$ cat config.mk
export PLATFORM = sky130hd
export DESIGN_NAME = mmio_io_hub
export DESIGN_NICKNAME = d
export VERILOG_FILES = /design/src/rtl/io_hub_pkg.sv /design/src/rtl/io_debounce.sv /design/src/rtl/mmio_io_hub.sv
export SDC_FILE = /design/constraint.sdc
export NUM_CORES = 1
export LEC_CHECK = 0
export BUFFER_PORTS_ARGS = -buffer_cell sky130_fd_sc_hd__buf_2
export CORE_ASPECT_RATIO = 1.25
export CORE_MARGIN = 10
export CORE_UTILIZATION = 45
export CTS_BUF_LIST = sky130_fd_sc_hd__clkbuf_16
export DETAILED_ROUTE_END_ITERATION = 8
export SYNTH_ARGS = -nofsm -noshare
export SYNTH_HDL_FRONTEND = slang
export SYNTH_HIERARCHICAL = 1
export SYNTH_SLANG_ARGS = --single-unit
$ cat constraint.sdc
create_clock -name clock -period 3.4 [get_ports clock]
set_clock_uncertainty 0.05 [all_clocks]
set_input_delay 0.68 -clock clock [delete_from_list [all_inputs] [get_ports clock]]
set_output_delay 0.68 -clock clock [all_outputs]
set_load 0.03 [all_outputs]
$ cat src/rtl/io_hub_pkg.sv
// io_hub_pkg: address window, register word offsets and TMR_CTRL bit positions for mmio_io_hub.
package io_hub_pkg;
  localparam logic [21:0] IO_WIN = 22'h3FFFFF;
  localparam logic [2:0] OFF_SW_DATA   = 3'd0;
  localparam logic [2:0] OFF_SW_EDGE   = 3'd1;
  localparam logic [2:0] OFF_LED_DATA  = 3'd2;
  localparam logic [2:0] OFF_LED_BLINK = 3'd3;
  localparam logic [2:0] OFF_TMR_LOAD  = 3'd4;
  localparam logic [2:0] OFF_TMR_CTRL  = 3'd5;
  localparam logic [2:0] OFF_TMR_COUNT = 3'd6;
  localparam int CTRL_EN   = 0;
  localparam int CTRL_AR   = 1;
  localparam int CTRL_DONE = 2;
  localparam int CTRL_IE   = 3;
  localparam int CTRL_EIE  = 4;
endpackage

$ cat src/rtl/io_debounce.sv
// io_debounce: synchronises raw switches and accepts a change after DB_CYCLES stable cycles.
module io_debounce #(
  parameter int W           = 24,
  parameter int DB_CYCLES   = 50000,
  parameter int SYNC_STAGES = 2
) (
  input  logic         clk_i,
  input  logic         rst_i,
  input  logic [W-1:0] sw_i,
  output logic [W-1:0] stable_o,
  output logic [W-1:0] rise_o
);
  localparam int CW = $clog2(DB_CYCLES);
  logic [SYNC_STAGES-1:0][W-1:0] sync_q;
  logic [W-1:0] sw_sync, prev_q, stable_q, rise_q;
  logic [CW-1:0] cnt_q;
  logic hit;
  assign sw_sync = sync_q[SYNC_STAGES-1];
  assign hit = sw_sync == prev_q && sw_sync != stable_q && cnt_q == CW'(DB_CYCLES - 1);
  always_ff @(posedge clk_i) begin
    if (rst_i) begin
      sync_q   <= '0;
      prev_q   <= '0;
      stable_q <= '0;
      rise_q   <= '0;
      cnt_q    <= '0;
    end else begin
      sync_q   <= {sync_q[SYNC_STAGES-2:0], sw_i};
      prev_q   <= sw_sync;
      cnt_q    <= (sw_sync != prev_q || sw_sync == stable_q || hit) ? '0 : cnt_q + CW'(1);
      stable_q <= hit ? sw_sync : stable_q;
      rise_q   <= hit ? sw_sync & ~stable_q : '0;
    end
  end
  assign stable_o = stable_q;
  assign rise_o   = rise_q;
endmodule

$ cat src/rtl/mmio_io_hub.sv
// mmio_io_hub: memory-mapped switches, blinking LEDs and a countdown timer in the top 1 KiB window.
module mmio_io_hub
  import io_hub_pkg::*;
#(
  parameter int SW_W        = 24,
  parameter int LED_W       = 24,
  parameter int DB_CYCLES   = 50000,
  parameter int BLINK_DIV   = 5000000,
  parameter int SYNC_STAGES = 2
) (
  input  logic             clock,
  input  logic             reset,
  input  logic             io_rd,
  input  logic             io_wr,
  input  logic [31:0]      addr,
  input  logic [31:0]      wdata,
  output logic [31:0]      rdata,
  input  logic [SW_W-1:0]  switch_in,
  output logic [LED_W-1:0] led_out,
  output logic             irq
);
  localparam int PW = $clog2(BLINK_DIV);
  logic [SW_W-1:0] stable, rise, edge_q, edge_d;
  logic [LED_W-1:0] led_data_q, led_data_d, led_blink_q, led_blink_d, led_q, led_d;
  logic [31:0] load_q, load_d, count_q, count_d;
  logic en_q, en_d, ar_q, ar_d, done_q, done_d, tie_q, tie_d, eie_q, eie_d;
  logic [PW-1:0] presc_q, presc_d;
  logic phase_q, phase_d;
  logic hit, wr, wr_ctrl, expire, wrap, unused;
  logic [2:0] idx;
  io_debounce #(.W(SW_W), .DB_CYCLES(DB_CYCLES), .SYNC_STAGES(SYNC_STAGES)) u_db (
    .clk_i(clock), .rst_i(reset), .sw_i(switch_in), .stable_o(stable), .rise_o(rise)
  );
  assign unused  = ^addr[1:0];
  assign idx     = addr[4:2];
  assign hit     = addr[31:10] == IO_WIN && addr[9:5] == 5'd0;
  assign wr      = hit && io_wr;
  assign wr_ctrl = wr && idx == OFF_TMR_CTRL;
  assign expire  = en_q && count_q == 32'd1;
  assign wrap    = presc_q == PW'(BLINK_DIV - 1);
  always_comb begin
    led_data_d  = (wr && idx == OFF_LED_DATA) ? wdata[LED_W-1:0] : led_data_q;
    led_blink_d = (wr && idx == OFF_LED_BLINK) ? wdata[LED_W-1:0] : led_blink_q;
    load_d      = (wr && idx == OFF_TMR_LOAD) ? wdata : load_q;
    // A load write overrides both the reload value and the normal decrement
    count_d     = (wr && idx == OFF_TMR_LOAD) ? wdata :
                  expire ? (ar_q ? load_q : '0) :
                  (en_q && count_q != '0) ? count_q - 32'd1 : count_q;
    en_d        = wr_ctrl ? wdata[CTRL_EN] : en_q;
    ar_d        = wr_ctrl ? wdata[CTRL_AR] : ar_q;
    tie_d       = wr_ctrl ? wdata[CTRL_IE] : tie_q;
    eie_d       = wr_ctrl ? wdata[CTRL_EIE] : eie_q;
    done_d      = expire || (done_q && !(wr_ctrl && wdata[CTRL_DONE]));
    edge_d      = rise | (edge_q & ~((wr && idx == OFF_SW_EDGE) ? wdata[SW_W-1:0] : '0));
    presc_d     = wrap ? '0 : presc_q + PW'(1);
    phase_d     = phase_q ^ wrap;
    led_d       = led_data_d & (~led_blink_d | {LED_W{phase_d}});
  end
  always_ff @(posedge clock) begin
    if (reset) begin
      led_data_q  <= '0;
      led_blink_q <= '0;
      led_q       <= '0;
      load_q      <= '0;
      count_q     <= '0;
      {en_q, ar_q, done_q, tie_q, eie_q} <= '0;
      edge_q      <= '0;
      presc_q     <= '0;
      phase_q     <= 1'b0;
    end else begin
      led_data_q  <= led_data_d;
      led_blink_q <= led_blink_d;
      led_q       <= led_d;
      load_q      <= load_d;
      count_q     <= count_d;
      {en_q, ar_q, done_q, tie_q, eie_q} <= {en_d, ar_d, done_d, tie_d, eie_d};
      edge_q      <= edge_d;
      presc_q     <= presc_d;
      phase_q     <= phase_d;
    end
  end
  always_comb begin
    rdata = !(hit && io_rd)           ? '0 :
            idx == OFF_SW_DATA   ? 32'(stable) :
            idx == OFF_SW_EDGE   ? 32'(edge_q) :
            idx == OFF_LED_DATA  ? 32'(led_data_q) :
            idx == OFF_LED_BLINK ? 32'(led_blink_q) :
            idx == OFF_TMR_LOAD  ? load_q :
            idx == OFF_TMR_CTRL  ? 32'({eie_q, tie_q, done_q, ar_q, en_q}) :
            idx == OFF_TMR_COUNT ? count_q : '0;
  end
  assign led_out = led_q;
  assign irq     = (done_q && tie_q) || (|edge_q && eie_q);
endmodule

== After elaboration in Yosys (flattened, before gate mapping) ==
Index checks and enable logic that the tools add are counted.

* Add/subtract/negate cells: 3
* Equality and inequality tests: 14
* Mux-type cells: 15
* Bitwise gates (word level): 10
* Reductions and logical operators: 29

{| class="wikitable"
|+ Operator list
! kind !! count
|-
| $mux W32 || 12
|-
| $and A24 B24 Y24 || 3
|-
| $mux W24 || 3
|-
| $not A24 Y24 || 3
|-
| $eq A24 B24 Y1 || 2
|-
| $ne A24 B24 Y1 || 2
|-
| $or A24 B24 Y24 || 2
|-
| $eq A32 B1 Y1 const B || 1
|-
| $reduce_bool A32 Y1 || 1
|-
| $sub A32 B1 Y32 const B || 1
|-
| $reduce_or A24 Y1 || 1
|-
| $add A23 B1 Y23 const B || 1
|-
| $eq A23 B23 Y1 const B || 1
|-
| $eq A22 B22 Y1 const B || 1
|-
| $add A16 B1 Y16 const B || 1
|-
| $eq A16 B16 Y1 const B || 1
|-
| $logic_and A1 B1 Y1 || 16
|-
| $eq A3 B3 Y1 const B || 3
|-
| $eq A3 B2 Y1 const B || 2
|-
| $reduce_or A2 Y1 || 3
|-
| $logic_not A5 Y1 || 1
|-
| $logic_or A1 B1 Y1 || 4
|-
| $eq A3 B1 Y1 const B || 1
|-
| $logic_not A3 Y1 || 1
|-
| other kinds (4) || 4
|}

* Register bits: 325
* Input port bits: 92
* Output and inout bits: 57
* Logic and storage cells: 90

== Depth between registers and ports, before layout ==
* Depth in word-level cells: 9
* Mapped depth: 10
* Mapped depth without buffers: 8

== Modules after synthesis ==
The synthesis kept the hierarchy.

{| class="wikitable"
|+ Modules (own cells, without submodules)
! module !! times used !! cells each !! area an instance (sq um) !! seq. area each (sq um)
|-
| mmio_io_hub || 1 || 1158 || 9437.8 || 3783.6
|-
| io_debounce || 1 || 448 || 4976.0 || 2722.6
|}

== Worst setup path before layout ==
OpenSTA, ideal clock, no wires.

* Path type: input to output
* Start: input addr[6]
* End: output rdata[10]
* Arrival: 2677 ps
* Data required time: 2670 ps
* Path slack: -7 ps
* Cell stages on the path: 5
* Buffers on the path: 1
* Cells stage by stage: and3b_1 -> nor3b_1 -> nand3_1 -> clkbuf_1 -> a211oi_1

* Word-level cells in the longest chain between the ends: 4

{| class="wikitable"
|+ RTL lines
! item !! line !! RTL
|-
| from (decl) || mmio_io_hub.sv:15 || <nowiki>input logic [31:0] addr,</nowiki>
|-
| $logic_not A5 Y1 || mmio_io_hub.sv:36 || <nowiki>assign hit = addr[31:10] == IO_WIN && addr[9:5] == 5'd0;</nowiki>
|-
| $logic_and A1 B1 Y1 || mmio_io_hub.sv:36 ||
|-
| $logic_and A1 B1 Y1 || mmio_io_hub.sv:83 || <nowiki>rdata = !(hit && io_rd) ? '0 :</nowiki>
|-
| $mux W32 || mmio_io_hub.sv:83 ||
|-
| to (decl) || mmio_io_hub.sv:17 || <nowiki>output logic [31:0] rdata,</nowiki>
|}

Every way passes these cells.

== Worst setup path after layout ==
* Start: input addr[4]
* End: output rdata[0]

* Word-level cells in the longest chain between the ends: 9
* Elaborated cells between the ends (all ways): 15
* Classes of those cells: eq/ne (6); mux (8); reduce/logical (1)

{| class="wikitable"
|+ RTL lines
! item !! line !! RTL
|-
| $eq A3 B3 Y1 || mmio_io_hub.sv:90 || <nowiki>idx == OFF_TMR_COUNT ? count_q : '0;</nowiki>
|-
| $mux W32 || mmio_io_hub.sv:90 ||
|-
| $mux W32 || mmio_io_hub.sv:89 || <nowiki>idx == OFF_TMR_CTRL ? 32'({eie_q, tie_q, done_q, ar_q, en_q}) :</nowiki>
|-
| $mux W32 || mmio_io_hub.sv:88 || <nowiki>idx == OFF_TMR_LOAD ? load_q :</nowiki>
|-
| $mux W32 || mmio_io_hub.sv:87 || <nowiki>idx == OFF_LED_BLINK ? 32'(led_blink_q) :</nowiki>
|-
| $mux W32 || mmio_io_hub.sv:86 || <nowiki>idx == OFF_LED_DATA ? 32'(led_data_q) :</nowiki>
|-
| $mux W32 || mmio_io_hub.sv:85 || <nowiki>idx == OFF_SW_EDGE ? 32'(edge_q) :</nowiki>
|-
| $mux W32 (*) || mmio_io_hub.sv:84 || <nowiki>idx == OFF_SW_DATA ? 32'(stable) :</nowiki>
|-
| $mux W32 (*) || mmio_io_hub.sv:83 ||
|}

Every way passes the cells marked *; elsewhere a longest branch is shown, timed or not.

==> reports/metrics.csv <==
metric,value,unit
r2r_slack,0.30,ns
cts-root-buf,clkbuf_16,
critPathKind,in2out,
routedWlPerCell,19.0,um
totalWireLength,41.5,mm
numCtsBuffers,35,
ioPinCount,149,
yosysUniqueCellTypes,73,
drive_gt1_frac,0.172,
p_leak,0.00699,uW
min_path_type,in2reg,
p_per_area,473,nW/um^2
tightest_slew,1.20,ns
layout_common_cells,"325 x dfxtp_1, 219 x nor2_1, 145 x buf_2",
switching_power,1780,uW
critical_path.startpoint_type,input port,
postRouteAntennaNets,0,
final_common_cell,dfxtp_1,
grt_max_degree,75,
synthArstFlopShare,0,
cts_tree,yes,
die_w,180,um
syn_avg_cell_area,8.97,sq um
cts_num_sinks,325,
htree_levels,2,
grt_pass1_vias,12000,
finalCritPeriodShare,0.929,
post_cts_buffers,0,
port_buffers,146,
finalNonFillerCells,2186,
num_vias,11900,
maxCapViolations,0,
rows,73,
r2r_cells,9,
synthCells,1606,
maxSlewViolCount,0,
setup_violations,0,
num_antenna_cells,0,
yosys_warnings,6,
finalPower,7980,uW
cts_hold_buf,0,
hold_viol_final,0,
ys_seq_area_frac,0.451,
syn_area,14400,sq um
clkPwrFrac,0.471,
via_per_inst,5.45,
place_hpwl,30.7,mm
power_frac_seq,0.484,
drcViolationCount,0,
crit_arrival,2.43,ns
max-clock-path-buffers,3,
syn_to_final_growth,17.1,%
timing.rr.end,count_q[19],
grt_use_total,0.203,
grt-ovfl-total,0,
min_path_cells,2,
vdd_drop_max,0.279,mV
fmax,317,MHz
outcome,finished clean,
path_clk_slew,0.06,ns
grt_pass1_wl,65.5,mm
crit_fanout,14,
reg2reg_from,count_q[9],
post_cts_resized,0,
clk_latency,0.53,ns
worstPathRequired,2.67,ns
rsz0062_at_grt,no,
whs_endpoint,u_db/sync_q[4],
drt_iter0_drc,797,
place.gp.congestion,0.958,
dieArea,39600,sq um
relSlewSlack,0.194,
p_comb_frac,0.044,
end_kind,output pin,
dp_cells,2126,
synth_edf_count,0,
p_int,6210,uW
antenna_found_initial,0,
ys.flop_type,dfxtp_1,
start_util,0.455,
nets,1871,
coreArea,31700,sq um
fp.dieH,220,um
n_fill_cell,2991,
min_from,switch_in[4],
p_sw_frac,0.223,
firstDrtPassIters,5,
synth_seq_cells,325,
syn_nets,1726,
period_needed,3.16,ns
## how the worst max path moves through the flow
stage	cells past startpoint	from	end	slack, ns
floorplan	5	addr[6]	rdata[10]	-0.007
global placement	9	addr[4]	count_q[19]	0.1
detailed placement	9	addr[4]	count_q[19]	0.09
CTS	7	addr[4]	rdata[29]	0.27
global route	8	addr[2]	rdata[1]	0.11
finish	7	addr[4]	rdata[0]	0.24
## registers in the layout, summed over array words and instances (netlist names), 16 cells and up
name and count:
presc_q 23, u_db/sync_q 24, led_blink_q 24, led_out 24
u_db/stable_o 24, load_q 32, edge_q 24, led_data_q 24
u_db/sw_sync 24, u_db/rise_o 24, u_db/cnt_q 16, u_db/prev_q 24
count_q 32
## final cells by class
| class | instances | area (sq um) | share of cell area |
|---|---|---|---|
| multi-input combinational | 1118 | 7260 | 0.430 |
| sequential | 325 | 6510 | 0.385 |
| timing repair buffer | 200 | 1200 | 0.0714 |
| clock buffer | 36 | 901 | 0.0534 |
| tap | 412 | 515 | 0.0305 |
| inverter | 71 | 267 | 0.0158 |
| clock inverter | 24 | 225 | 0.0133 |
## cells in the mapped netlist, drive strengths merged (30+ instances only)
| cell type | count | area [sq um] |
|---|---|---|
| nor2b | 73 | 457 |
| inv | 70 | 263 |
| xnor2 | 47 | 412 |
| a21oi | 76 | 380 |
| a311oi | 32 | 287 |
| nor2 | 219 | 822 |
| mux2i | 82 | 821 |
| nor4 | 30 | 224 |
| nor3 | 36 | 180 |
| clkbuf | 76 | 285 |
| dfxtp | 325 | 6510 |
| nand2 | 116 | 438 |
| mux2 | 33 | 447 |
| o21ai | 46 | 230 |
## logic make-up (layout without fill, tap and decap cells)
family / after synthesis / in the layout / share of synthesized area
compound gates: 285 / 285 / 0.133
xor+xnor: 70 / 70 / 0.0425
fa+ha+maj: 28 / 28 / 0.0243
buf+inv: 163 / 331 / 0.0458
flops: 325 / 325 / 0.451
mux: 115 / 115 / 0.0879
simple gates: 620 / 620 / 0.215
## stage by stage
stage	setup TNS [ns]	cell area (sq um)	utilization	hold slack, ns	setup WS (ns)
global route	0	16900	0.533	0.308	0.109
floorplan	-0.123	14400	-	0.364	-0.00696
finish	0	16900	0.533	0.314	0.243
global placement	0	15800	0.497	0.376	0.0983
detailed placement	0	15800	0.497	0.372	0.0893
CTS	0	16900	0.533	0.290	0.265
## critical path, stage by stage
cell	delay (ns)
buf_2	0.13
buf_12	0.16
nor2b_1	0.45
a22o_1	0.23
a221oi_1	0.07
nor3_1	0.41
buf_2	0.29
## routing by layer
layer  track usage  up-vias  share of wire
met5             0        -              0
met4        0.0756        0          0.028
met3        0.0325       68          0.058
met2         0.355      350           0.49
met1         0.248     5594           0.43
li1              -     5896              -
## power groups by stage
stage	clock network [uW]	registers [uW]	logic, uW
after CTS	3850	3870	356
final	3760	3870	355
after detailed placement	0	3950	355
after floorplan	0	3940	198
after global placement	0	3950	352
after global routing	4010	3870	389
No activity file was read; power rests on OpenSTA's default activity.
